$ cat src/rtl/sram_bist_sequencer.sv
// Serialises one RTAP debug transaction onto the nibble-wide SRAM BIST bus
// and deserialises the read response returned on bist_rdata.
module sram_bist_sequencer #(
  parameter int unsigned REQ_DATA_WIDTH = 192,
  parameter int unsigned RES_DATA_WIDTH = 256,
  parameter int unsigned NIB            = 4,
  parameter int unsigned BIST_OP_WIDTH  = 3
) (
  input  logic                      clk,
  input  logic                      rst_n,
  input  logic                      req_valid,
  output logic                      req_ready,
  input  logic                      req_wr,
  input  logic [7:0]                req_sr_id,
  input  logic [7:0]                req_bsel,
  input  logic [15:0]               req_addr,
  input  logic [REQ_DATA_WIDTH-1:0] req_wdata,
  output logic                      resp_valid,
  output logic [RES_DATA_WIDTH-1:0] resp_rdata,
  output logic [BIST_OP_WIDTH-1:0]  bist_command,
  output logic [NIB-1:0]            bist_data,
  input  logic [NIB-1:0]            bist_rdata
);

  localparam int unsigned HDR_W   = 32;
  localparam int unsigned CNT_W   = 7;
  localparam int unsigned WR_NIBS = REQ_DATA_WIDTH / NIB;
  localparam int unsigned RD_NIBS = RES_DATA_WIDTH / NIB;

  localparam logic [CNT_W-1:0] ID_LAST   = CNT_W'(8 / NIB - 1);
  localparam logic [CNT_W-1:0] BSEL_LAST = CNT_W'(8 / NIB - 1);
  localparam logic [CNT_W-1:0] ADDR_LAST = CNT_W'(16 / NIB - 1);
  localparam logic [CNT_W-1:0] WR_LAST   = CNT_W'(WR_NIBS - 1);
  localparam logic [CNT_W-1:0] RD_LAST   = CNT_W'(RD_NIBS - 1);

  localparam logic [BIST_OP_WIDTH-1:0] OP_NOP           = BIST_OP_WIDTH'(0);
  localparam logic [BIST_OP_WIDTH-1:0] OP_SHIFT_ID      = BIST_OP_WIDTH'(1);
  localparam logic [BIST_OP_WIDTH-1:0] OP_SHIFT_BSEL    = BIST_OP_WIDTH'(2);
  localparam logic [BIST_OP_WIDTH-1:0] OP_SHIFT_ADDRESS = BIST_OP_WIDTH'(3);
  localparam logic [BIST_OP_WIDTH-1:0] OP_SHIFT_DATA    = BIST_OP_WIDTH'(4);
  localparam logic [BIST_OP_WIDTH-1:0] OP_READ          = BIST_OP_WIDTH'(5);

  typedef enum logic [3:0] {
    S_IDLE,
    S_ID,
    S_BSEL,
    S_ADDR,
    S_WDATA,
    S_WGAP,
    S_RCMD,
    S_RGAP,
    S_RDATA,
    S_DONE
  } state_t;

  state_t                    state_q, state_d;
  state_t                    field_next;
  logic                      field_last;
  logic                      hdr_shift;
  logic [CNT_W-1:0]          cnt_q, cnt_d;
  logic [HDR_W-1:0]          hdr_q, hdr_d;
  logic [REQ_DATA_WIDTH-1:0] wdat_q, wdat_d;
  logic [RES_DATA_WIDTH-1:0] rsh_q, rsh_d;
  logic                      wr_q, wr_d;
  logic                      ready_d;
  logic                      resp_valid_d;
  logic [RES_DATA_WIDTH-1:0] resp_rdata_d;
  logic [BIST_OP_WIDTH-1:0]  cmd_d;
  logic [NIB-1:0]            data_d;

  // Next state, shadow shift registers and the bus word for the coming cycle
  always_comb begin
    state_d      = state_q;
    cnt_d        = cnt_q;
    hdr_d        = hdr_q;
    wdat_d       = wdat_q;
    rsh_d        = rsh_q;
    wr_d         = wr_q;
    ready_d      = 1'b0;
    resp_valid_d = 1'b0;
    resp_rdata_d = resp_rdata;
    cmd_d        = OP_NOP;
    data_d       = '0;
    field_last   = 1'b0;
    field_next   = S_IDLE;
    hdr_shift    = 1'b0;

    case (state_q)
      S_IDLE:  field_last = 1'b0;
      S_ID:    begin field_last = (cnt_q == ID_LAST);   field_next = S_BSEL; end
      S_BSEL:  begin field_last = (cnt_q == BSEL_LAST); field_next = S_ADDR; end
      S_ADDR:  begin
        field_last = (cnt_q == ADDR_LAST);
        field_next = wr_q ? S_WDATA : S_RCMD;
      end
      S_WDATA: begin field_last = (cnt_q == WR_LAST); field_next = S_WGAP; end
      S_WGAP:  begin field_last = 1'b1; field_next = S_DONE; end
      S_RCMD:  begin field_last = 1'b1; field_next = S_RGAP; end
      S_RGAP:  begin field_last = 1'b1; field_next = S_RDATA; end
      S_RDATA: begin
        field_last = (cnt_q == RD_LAST);
        field_next = S_DONE;
        rsh_d      = {rsh_q[RES_DATA_WIDTH-NIB-1:0], bist_rdata};
      end
      S_DONE:  begin field_last = 1'b1; field_next = S_IDLE; end
      default: begin field_last = 1'b1; field_next = S_IDLE; end
    endcase

    if (state_q == S_IDLE) begin
      if (req_valid) begin
        state_d = S_ID;
        cnt_d   = '0;
        hdr_d   = {req_sr_id, req_bsel, req_addr};
        wdat_d  = req_wdata;
        wr_d    = req_wr;
      end
    end else if (field_last) begin
      state_d = field_next;
      cnt_d   = '0;
    end else begin
      cnt_d = cnt_q + CNT_W'(1);
    end

    // Bus word is a function of the state being entered, so it lines up with that state
    case (state_d)
      S_IDLE:  ready_d = 1'b1;
      S_ID:    begin cmd_d = OP_SHIFT_ID;      hdr_shift = 1'b1; end
      S_BSEL:  begin cmd_d = OP_SHIFT_BSEL;    hdr_shift = 1'b1; end
      S_ADDR:  begin cmd_d = OP_SHIFT_ADDRESS; hdr_shift = 1'b1; end
      S_WDATA: begin
        cmd_d  = OP_SHIFT_DATA;
        data_d = wdat_d[REQ_DATA_WIDTH-1 -: NIB];
        wdat_d = wdat_d << NIB;
      end
      S_RCMD:  cmd_d = OP_READ;
      S_RDATA: cmd_d = OP_SHIFT_DATA;
      S_DONE:  begin
        resp_valid_d = 1'b1;
        if (!wr_q) resp_rdata_d = rsh_d;
      end
      default: cmd_d = OP_NOP;
    endcase

    // ID, BSEL and ADDR form one contiguous MS-first header stream
    if (hdr_shift) begin
      data_d = hdr_d[HDR_W-1 -: NIB];
      hdr_d  = hdr_d << NIB;
    end
  end

  // State, shadow and registered bus/response outputs
  always_ff @(posedge clk or negedge rst_n) begin
    if (!rst_n) begin
      state_q      <= S_IDLE;
      cnt_q        <= '0;
      hdr_q        <= '0;
      wdat_q       <= '0;
      rsh_q        <= '0;
      wr_q         <= 1'b0;
      req_ready    <= 1'b1;
      resp_valid   <= 1'b0;
      resp_rdata   <= '0;
      bist_command <= OP_NOP;
      bist_data    <= '0;
    end else begin
      state_q      <= state_d;
      cnt_q        <= cnt_d;
      hdr_q        <= hdr_d;
      wdat_q       <= wdat_d;
      rsh_q        <= rsh_d;
      wr_q         <= wr_d;
      req_ready    <= ready_d;
      resp_valid   <= resp_valid_d;
      resp_rdata   <= resp_rdata_d;
      bist_command <= cmd_d;
      bist_data    <= data_d;
    end
  end

endmodule

$ cat config.mk
export PLATFORM = sky130hd
export DESIGN_NAME = sram_bist_sequencer
export DESIGN_NICKNAME = d
export VERILOG_FILES = /design/src/rtl/sram_bist_sequencer.sv
export SDC_FILE = /design/constraint.sdc
export NUM_CORES = 1
export LEC_CHECK = 0
export ABC_CLOCK_PERIOD_IN_PS = 3300
export CORE_ASPECT_RATIO = 0.5
export CORE_MARGIN = 4
export CORE_UTILIZATION = 49
export CTS_CLUSTER_DIAMETER = 30
export DETAILED_ROUTE_END_ITERATION = 8
export MAX_ROUTING_LAYER = met4
export PLACE_DENSITY = 0.77
export SYNTH_ARGS = -nofsm -noshare
export SYNTH_HDL_FRONTEND = slang
export SYNTH_SLANG_ARGS = --single-unit
$ cat constraint.sdc
create_clock -name clk -period 3.3 [get_ports clk]
set_input_delay 0.495 -clock clk [delete_from_list [all_inputs] [get_ports clk]]
set_output_delay 0.495 -clock clk [all_outputs]
set_load 0.01 [all_outputs]
Yosys cells after proc, flatten, opt, wreduce, memory -nomap -nowiden
Index checks and enable logic that the tools add are counted.
{"block": "totals", "register_bits": 757, "out_inout_bits": 265, "word_cells": 63}
{"block": "op_classes", "add_sub_neg": 1, "n_eq_ne": 20, "mux": 22, "n_bitwise": 1, "n_reduce_logical": 8}
{"op": "$mux W192", "n": 3}
{"op": "$mux W256", "n": 1}
{"op": "$mux W32", "n": 3}
{"op": "$pmux W4 S7", "n": 1}
{"op": "$eq A4 B3 Y1 const B", "n": 6}
{"op": "$mux W7", "n": 3}
{"op": "$mux W4", "n": 5}
{"op": "$eq A4 B2 Y1 const B", "n": 4}
{"op": "$pmux W3 S5", "n": 1}
{"op": "$eq A7 B6 Y1 const B", "n": 2}
{"op": "$eq A4 B4 Y1 const B", "n": 3}
{"op": "$eq A4 B1 Y1 const B", "n": 2}
{"op": "$logic_not A4 Y1", "n": 2}
{"op": "$add A7 B1 Y7 const B", "n": 1}
{"op": "$eq A7 B1 Y1 const B", "n": 1}
{"op": "$eq A7 B2 Y1 const B", "n": 1}
{"op": "$reduce_or A2 Y1", "n": 3}
{"op": "$pmux W1 S5", "n": 1}
{"op": "$reduce_and A2 Y1", "n": 2}
{"op": "$mux W1", "n": 3}
{"op": "$reduce_or A3 Y1", "n": 1}
{"op": "$mux W2", "n": 1}
{"op": "$ne A2 B2 Y1 const B", "n": 1}
{"op": "$not A1 Y1", "n": 1}

Logic depth before layout (Yosys ltp)
{"block": "depth", "ltp_word": 9, "mapped_depth": 14, "depth_no_buf": 9}

Worst setup path after synthesis
Ideal clock, no wire load.
{"block": "synth_timing", "kind": "register -> register", "startpoint": "register state_q[2]", "endpoint": "register resp_rdata[205]", "setup_ns": 0.125, "arrival_ns": 3.248, "required_time_ns": 3.175, "setup_slack_ns": -0.073, "stages_incl_launch_ff": 14, "path_buffers": 6, "period_less_slack_ns": 3.373, "cell_sequence": "dfrtp_1 > buf_2 > nor3_1 > nand2_1 > xnor2_1 > or4_1 > buf_2 > a221o_1 > buf_2 > or3_1 > buf_6 > buf_12 > buf_8 > mux2_4"}
{"block": "synth_between", "elab_chain_cells": 7, "word_cells_on_any_way": 19, "classes_between": "eq/ne (9); mux (6); reduce/logical (4)"}
{"element": "start, declared", "line_no": "56", "source": "state_t state_q, state_d;"}
{"element": "start signal, assigned", "line_no": "166", "source": "state_q <= state_d;"}
{"element": "$eq A4 B4 Y1, or another cell as far along", "line_no": "88", "source": "case (state_q)"}
{"element": "$reduce_or A2 Y1 (no source line)"}
{"element": "$pmux W4 S7 or $pmux W1 S5 (tied branches)", "line_no": "88"}
{"element": "$mux W4", "line_no": "117", "source": "end else if (field_last) begin"}
{"element": "$mux W4", "line_no": "109", "source": "if (state_q == S_IDLE) begin"}
{"element": "$eq A4 B4 Y1", "line_no": "125", "source": "case (state_d)"}
{"element": "$reduce_and A2 Y1 (no source line)"}
{"element": "end signal, assigned", "line_no": "174", "source": "resp_rdata <= resp_rdata_d;"}
{"element": "end, declared", "line_no": "19", "source": "output logic [RES_DATA_WIDTH-1:0] resp_rdata,"}
Parallel ways exist; a longest one is shown, timed or not.
A chain may end at the register's enable or synchronous reset.

Final worst setup path
{"block": "layout_timing", "startpoint": "register state_q[0]", "endpoint": "register resp_rdata[167]"}
The elaborated chain is that of the path after synthesis.

==> impl_metrics.yaml <==
job:
  drv_cap: 0
worst_hold_path:
  min_from: "bist_rdata[0]"
  min_to: "rsh_q[0]"
  min_path_cells: 3
  hold_class: "primary input to flip-flop"
global_routing:
  antenna_found_initial: 11
  track_usage_pct: 24.6
  grt_pass1_wl_um: 131000
  grt_pass1_vias: 23800
  gr-total-overflow: 0
  grt_max_degree: 196
die:
  initial_core_util_pct: 49.5
  core_um2: 63100
  rows: 65
  die_x_um: 365
  dieArea_um2: 68200
  io_pins: 497
  die_height_um: 187
timing:
  finalCritPeriodShare_pct: 98.8
  slew_viol_final: 0
  tightestPinTransition_ns: 1.10
  fmax_ghz: 0.307
  max-slew-margin-rel_pct: 26.7
  skew_ns: 0.0267
  finalHoldViolCount: 0
  fin_crit_ns: 3.26
  rsz0062_at_grt: "yes"
  finalSetupViolations: 0
  hold_slack_ns: 0.411
logic_synthesis:
  synth-main-ff-cell: "dfrtp_1"
  synth_cells: 2941
  ys_seq_elements: 757
  synthArstFlopShare_pct: 100
  avgSynthCellArea_um2: 10.6
  syn_nets: 3174
  yosysWarningCount: 0
  synth_cell_types: 44
  synth_seq_area_share_pct: 60.6
  synth-edff-count: 0
  synth_area_um2: 31300
cts:
  cts_tree: "yes"
  clk_pin_slew_ns: 0.06
  root_buffer: "clkbuf_16"
  clkLatencyLatePin_ns: 0.63
  clkSinkCount: 757
  cts_made_buffers: 99
  htreeDepth: 3
  max-clock-path-buffers: 3
drt:
  vias: 23200
  wl_met1_um: 33400
  first_pass_iters: 7
  drt-total-wl_um: 85800
  met2WireLength_um: 44800
  route.detailed.drc: 0
  top_layer: "met4"
  drt_iter0_drc: 2215
  met3WireLength_um: 2930
  via_per_inst: 5.33
  wl_per_cell_um: 19.7
  drtAntennaViolNets: 0
worst_setup_path:
  cp.arrival_ns: 3.76
  reg2reg_to: "resp_rdata[167]"
  slowest_stage: "or3_4"
  rr_worst_depth: 8
  worstSetupPathType: "flip-flop to flip-flop"
  worstReg2RegStart: "state_q[0]"
  path_max_fanout: 21
  crit_path_end_kind: "flip-flop"
  critPathMaxStageDelay_ns: 0.57
  cp-start-kind: "flip-flop"
  r2r_slack_ns: 0.04
  worst_ep_required_time_ns: 3.80
  path_cells: "nor3_4, nand2_8, xnor2_4, or4_4, a221o_1, or3_4, clkbuf_16, mux2_4"
layout:
  synthToLayoutAreaGrowth_pct: 30.3
  layout-drive-gt1-share_pct: 15.2
  nets: 3659
  final_area_um2: 40700
placement:
  place_congestion: 0.856
  postPlaceCellArea_um2: 37000
  port_buffers: 496
  dp_hpwl_um: 53500
pwr:
  power_leakage_nw: 20.6
  powerDensity_nw_per_um2: 703
  peakVddDrop_mv: 0.532
status:
  status: "finished, final reports clean"
[metrics by stage]
step / setup slack (ns) / setup TNS (ns) / std cells / power (mW) / utilization, %
CTS: 0.00720 / 0 / 4333 / 28.5 / 63.9
global placement: 0.0573 / 0 / 4147 / 17.3 / 58.6
finish: 0.0411 / 0 / 4358 / 28.6 / 64.5
floorplan: 0.00203 / 0 / 2941 / 15.5 / -
global route: -0.0219 / -0.233 / 4358 / 30.0 / 64.5
detailed placement: 0.0128 / 0 / 4147 / 17.5 / 58.6
[worst max-delay path by stage]
stage	startpoint	endpoint	slack, ns	cells past startpoint
2_1_floorplan	state_q[2]	resp_rdata[205]	0.002	13
3_3_place_gp	state_q[0]	resp_rdata[242]	0.06	8
3_5_place_dp	state_q[0]	resp_rdata[244]	0.01	8
4_1_cts	state_q[0]	resp_rdata[240]	0.007	8
5_1_grt	state_q[0]	resp_rdata[163]	-0.02	8
6_report	state_q[0]	resp_rdata[167]	0.04	8
[logic make-up after synthesis]
kind of cell	after synthesis	synth area share (%)
xor+xnor	5	0.140
compound gates	463	7.66
mux	269	12.5
simple gates	1251	15.2
fa+ha+maj	1	0.0400
buf+inv	195	3.86
flops	757	60.6
[cells in the final DEF (no fill, tap or decap), types with 6 or more instances in the layout]
master           count
nand2_1           1006
dfrtp_1            753
clkdlybuf4s50_1    495
a21oi_1            423
mux2_4             240
nor2_1             221
clkbuf_16          108
buf_4               37
inv_6               22
buf_12              21
mux2_2              16
o21ai_0             15
mux2i_1             13
clkinv_2            13
inv_8               12
diode_2             11
clkinvlp_4          10
inv_1                6
o22ai_1              6
bufinv_16            6
clkinv_4             6
clkbuf_1             6
[critical path, delay by kind of cell (launching register included)]
| kind | cells | cell delay, ns |
|---|---|---|
| flip-flops | 1 | 0.48 |
| AO/OA/AOI/OAI | 1 | 0.42 |
| AND/OR/NAND/NOR | 4 | 1.48 |
| multiplexers | 1 | 0.32 |
| buffers and inverters | 1 | 0.27 |
| XOR/XNOR | 1 | 0.14 |
[synthesized netlist by cell type, types with 4 or more instances]
master	count	share of area, %
a21oi_1	424	6.8
a31oi_1	4	0.080
buf_1	7	0.084
buf_12	20	1.3
buf_2	11	0.18
buf_4	18	0.43
buf_6	6	0.22
clkbuf_1	125	1.5
dfrtp_1	756	61
inv_1	6	0.072
mux2_2	16	0.58
mux2_4	240	12
mux2i_1	13	0.42
nand2_1	1008	12
nor2_1	221	2.7
o21ai_0	15	0.24
o22ai_1	6	0.12
[layout make-up]
cell class / instances / area (um2)
Tap cell: 837 / 1050
Clock buffer: 112 / 2620
Clock inverter: 73 / 769
Timing Repair Buffer: 571 / 6040
Sequential cell: 757 / 18900
Antenna cell: 11 / 27.5
Fill cell: 4568 / 22400
Inverter: 6 / 22.5
Multi-Input combinational cell: 1991 / 11300
[flip-flops by register name (all words and copies together), names as in the netlist]
register and cells:
hdr_q 32, wr_q 1, wdat_q 192, rsh_q 256, cnt_q 7, resp_rdata 256
bist_command 3, bist_data 4, resp_valid 1, state_q 4, req_ready 1
[metal layers]
layer  track usage, %  vias to the layer above
li1                 -                    10600
met1             28.8                    11700
met2             41.3                      676
met3             3.31                      229
met4             13.7                        0
met5                -                        -
[what timing repair did]
| action | in CTS | in global routing |
|---|---|---|
| gates resized for setup | 0 | 18 |
| endpoints found under the hold margin | 65 | 0 |
| endpoints found under the setup margin | 0 | 320 |
| setup buffers | 0 | 2 |
| hold buffers | 1 | 0 |
[power by group]
part           switching, mW  leakage [nW]  internal (mW)  total, mW
Clock                   4.53          1.65           6.38       10.9
Sequential             0.871          9.90           10.8       11.7
Combinational           3.49          9.06           2.55       6.04
Power figures use the tool's default switching activity.
